--- config.mk ---
export PLATFORM = sky130hd
export DESIGN_NAME = mux8_arbiter
export DESIGN_NICKNAME = d
export VERILOG_FILES = /design/src/rtl/mux8_arbiter.sv
export SDC_FILE = /design/constraint.sdc
export NUM_CORES = 1
export LEC_CHECK = 0
export ABC_AREA = 1
export CAP_MARGIN = 0
export CORE_ASPECT_RATIO = 0.5
export CORE_MARGIN = 2
export CORE_UTILIZATION = 55
export DETAILED_ROUTE_END_ITERATION = 10
export MAX_ROUTING_LAYER = met4
export PLACE_DENSITY_LB_ADDON = 0.08
export SYNTH_ARGS = -nofsm -noshare
export SYNTH_HDL_FRONTEND = slang
export SYNTH_SLANG_ARGS = --single-unit
--- constraint.sdc ---
create_clock -name clk -period 4.9 [get_ports clk]
set_clock_uncertainty 0.1 [all_clocks]
set_input_delay 0.49 -clock clk [delete_from_list [all_inputs] [get_ports clk]]
set_output_delay 0.49 -clock clk [all_outputs]
set_load 0.03 [all_outputs]
--- src/rtl/mux8_arbiter.sv ---
// mux8_arbiter: round-robin arbiter for eight requesters sharing one 32-bit path.
// Grant is one-hot and registered. control drives the select of the 8:1 word mux.
// Define ARB_TIMEOUT_EN to compile in the hold-time watchdog.
// When the watchdog is present, it forces a release after TIMEOUT_CYCLES grant cycles.
module mux8_arbiter #(
  parameter int unsigned TIMEOUT_CYCLES = 16
) (
  input  logic       clk,
  input  logic       reset,
  input  logic [7:0] req,
  input  logic       done,
  output logic [7:0] grant,
  output logic [2:0] control,
  output logic       busy,
  output logic       timeout
);

  typedef enum logic {IDLE, GRANT} state_t;

  state_t      state;
  logic [2:0]  ptr;
  logic [15:0] req_dbl;
  logic [7:0]  req_rot;
  logic [2:0]  offset;
  logic [2:0]  winner;
  logic        release_now;

`ifdef ARB_TIMEOUT_EN
  logic [7:0]  hold_cnt;
  logic        hold_limit;
  assign hold_limit = (hold_cnt == 8'(TIMEOUT_CYCLES - 1));
`else
  assign timeout = 1'b0;
`endif

  // Rotate req so that bit 0 is the requester at ptr. The lowest set bit is the circular winner.
  always_comb begin
    req_dbl = {req, req};
    req_rot = req_dbl[ptr +: 8];
    offset  = 3'd0;
    for (int i = 7; i >= 0; i--) begin
      if (req_rot[i]) offset = 3'(i);
    end
    winner = ptr + offset;
  end

  // The owner is released when it signals done or when it withdraws its request.
  assign release_now = done | ~req[control];

  // Arbitration FSM. Every output is registered here.
  always_ff @(posedge clk or posedge reset) begin
    if (reset) begin
      state   <= IDLE;
      ptr     <= 3'd0;
      grant   <= 8'h00;
      control <= 3'd0;
      busy    <= 1'b0;
`ifdef ARB_TIMEOUT_EN
      timeout  <= 1'b0;
      hold_cnt <= 8'd0;
`endif
    end else begin
`ifdef ARB_TIMEOUT_EN
      timeout <= 1'b0;
`endif
      case (state)
        IDLE: begin
          if (req != 8'h00) begin
            state   <= GRANT;
            grant   <= 8'h01 << winner;
            control <= winner;
            busy    <= 1'b1;
`ifdef ARB_TIMEOUT_EN
            hold_cnt <= 8'd0;
`endif
          end
        end
        GRANT: begin
          // control keeps the owner index after release, so the mux select stays stable in IDLE.
          if (release_now) begin
            state <= IDLE;
            grant <= 8'h00;
            busy  <= 1'b0;
            ptr   <= control + 3'd1;
`ifdef ARB_TIMEOUT_EN
          end else if (hold_limit) begin
            state   <= IDLE;
            grant   <= 8'h00;
            busy    <= 1'b0;
            ptr     <= control + 3'd1;
            timeout <= 1'b1;
          end else begin
            hold_cnt <= hold_cnt + 8'd1;
`endif
          end
        end
        default: state <= IDLE;
      endcase
    end
  end

endmodule

==> metrics <==
critical-path maximum fanout=11; R2R depth=19; row count=13; synthesized flop and latch total=16; root buf cell=clkbuf_8; Synthesized Nets=213; Setup TNS=0 ns; CTS sink cnt=16; top cells by count, synth=nand2_1, nand3_1, dfrtp_1, inv_1, nand2_2; Avg WL per Cell=around 12 µm; DRT Pass-1 Iters=4; Yosys warning total=0; crit path from=ptr[0]$_DFFE_PP0P_; TritonCTS clock tree=built; fin crit period=3.22 ns; gp weighted congestion=0.909; CTS Buf Count=3; Worst Max-Slew Pin Slew=0.658 ns; max-slew violations=0; post-route clock period utilization=65.7%; leak pwr=0.915 nW; Iteration-0 DRC Markers=45; most common cell in the netlist=nand2_1; min-delay src=busy$_DFFE_PP0P_; CTS-repair resized insts=0; vias per cell=about 5; Clock transition at path regs=0.06 ns; MaxCap Viol Count=0; wirelength, routed=3.20 mm; Synth cell types=34; Synth area leaders=dfrtp_1, nand2_1, nand3_1; power density cells=754 nW/µm²; Core Box Area=between 2000 and 3000 µm²; final hold vios=0; FILL cells=roughly 230; Post-route DRC=0; number of flops mapped to enable cells by yosys=0; Port Buffer Count=22; status=complete, no violations; setup violators final=0; Antenna Cells=0; Async SR Flop Fraction=100%; kind of critical path=register to register; HP Class=register to register; reg2reg start=ptr[0]$_DFFE_PP0P_; Die Footprint=3180 µm²; starting density of the core=57.8%; GRT overflow=0; relative slew slack=56.1%; worst hold path endpoint=busy$_DFFE_PP0P_; CP Capture Type=register; final core utilization=68.4%; die height=40.9 µm; Worst EP arrival=roughly 3.3 ns; RSZ-0062 raised after global routing=no; Mapped Cells=about 200; Die W=77.7 µm; Avg Cell Area, Syn=roughly 7.5 µm²; worst hold margin=0.369 ns; flop2flop setup slack=1.68 ns; cell area after synthesis=1500 µm²; CTS H-tree lvls=1; share of post-route cells with drive strength above 1=24.0%; routed vias=around 1300; fmax=just over 300 MHz; Worst-Skew Late Latency=0.25 ns; Peak VDD IR=roughly 0.43 mV; Post-DRT Antenna Nets=0; CP required=4.99 ns; largest net degree at the start of global routing=17; Global Route Usage Sum=approximately a quarter; antenna violations before repair=0; vias in the first global route=1212; register area share after synthesis=26.8%; cell taking the most area after synthesis=dfrtp_1; Hold Path Cell Cnt=2; startpoint types=register; ys flop type=dfrtp_1; first-pass GRT wire length=around 5.4 mm; CTS Buffer Depth=2; Post-CTS Hold Buffers=0; NumNets Final=236; IO Pins=24; top-area cell type share of the netlist area=~27%; setup bufs post-CTS=0; Crit Reg-Reg Endpoint=grant[7]$_DFFE_PP0P_; dpl hpwl=between 2 and 2.5 mm; synthesis-to-layout area growth=18.3%
## cell type report
class | instances | area, µm² | share of cell area, %
multi-input cells | 157 | 927 | 52.4
inverters | 22 | 120 | 6.79
clock buffers | 4 | 55.1 | 3.11
repair buffers | 22 | 220 | 12.4
well taps | 37 | 46.3 | 2.62
flip-flops and latches | 16 | 400 | 22.6
## power by group
group          total (mW)  leakage, nW  internal, mW  switching, mW
combinational       0.950        0.680         0.346          0.604
sequential          0.267        0.206         0.178         0.0887
clock               0.117       0.0288        0.0713         0.0454
## worst max-delay path by stage
| stage | slack [ns] | cells after the start | end |
|---|---|---|---|
| after CTS | 1.67 | 20 | grant[3]$_DFFE_PP0P_ |
| final | 1.68 | 19 | grant[7]$_DFFE_PP0P_ |
| after global placement | 1.51 | 20 | grant[3]$_DFFE_PP0P_ |
| after detailed placement | 1.42 | 20 | grant[3]$_DFFE_PP0P_ |
| after global routing | 1.42 | 21 | grant[3]$_DFFE_PP0P_ |
| after floorplan | 2.22 | 21 | grant[0]$_DFFE_PP0P_ |
## stage by stage
| stage | setup slack [ns] | area (µm²) | power [mW] | instances |
|---|---|---|---|---|
| 6_report | 1.68 | 1770 | 1.33 | 258 |
| 5_1_grt | 1.42 | 1770 | 1.46 | 258 |
| 4_1_cts | 1.67 | 1770 | 1.34 | 258 |
| 3_5_place_dp | 1.42 | 1710 | 1.21 | 254 |
| 3_3_place_gp | 1.51 | 1710 | 1.19 | 254 |
| 2_1_floorplan | 2.22 | 1500 | 1.03 | 199 |
## routing by layer
layer	vias to the layer above	part of all wire (%)	GRT usage, %
li1	680	-	-
met1	583	51	29.8
met2	32	45	40.5
met3	2	4.0	2.20
met4	0	0.41	8.48
met5	-	0	-
## critical path, stage by stage (launching register included)
cell	delay [ns]
dfrtp_1	0.66
inv_8	0.11
nand2_4	0.10
nand3_2	0.08
nand2_1	0.15
nand2_1	0.07
nand2_1	0.08
nand2_1	0.05
nand2_1	0.05
nand2_1	0.04
nand2_1	0.05
nand2_1	0.04
a21boi_0	0.16
ha_1	0.17
inv_1	0.05
fa_1	0.49
or2_2	0.35
nor2_1	0.16
nand3_1	0.11
nand2_1	0.07
## cells by family after synthesis
kind of cell | share of synthesized area (%)
and+or+nand+nor | 53.3
buffers and inverters | 11.2
DFF | 26.8
AOI/OAI and AO/OA | 4.27
adders and majority gates | 3.01
xor gates and xnor gates | 1.17
other | 0.251
## cells in the final DEF (no fill, tap or decap), types with 2 or more instances in the layout
cell type / netlist / final
nand3b_1: 2 / 2
clkbuf_8: 1 / 4
nand4_1: 2 / 2
a21oi_1: 2 / 2
nand2_1: 66 / 66
ha_1: 2 / 2
inv_1: 16 / 16
nand2_2: 16 / 16
nor2_4: 2 / 2
nand3_1: 25 / 25
inv_2: 3 / 3
nand3_2: 11 / 11
nand2_4: 9 / 9
nor2_1: 2 / 2
dfrtp_1: 16 / 16
clkdlybuf4s50_1: 0 / 22
o21ai_0: 6 / 6
## flip-flops by register name, indices dropped and copies added, names as in the netlist
name,count
busy,1
grant,8
state,1
control,3
ptr,3
(Power assumes the default switching activity.)
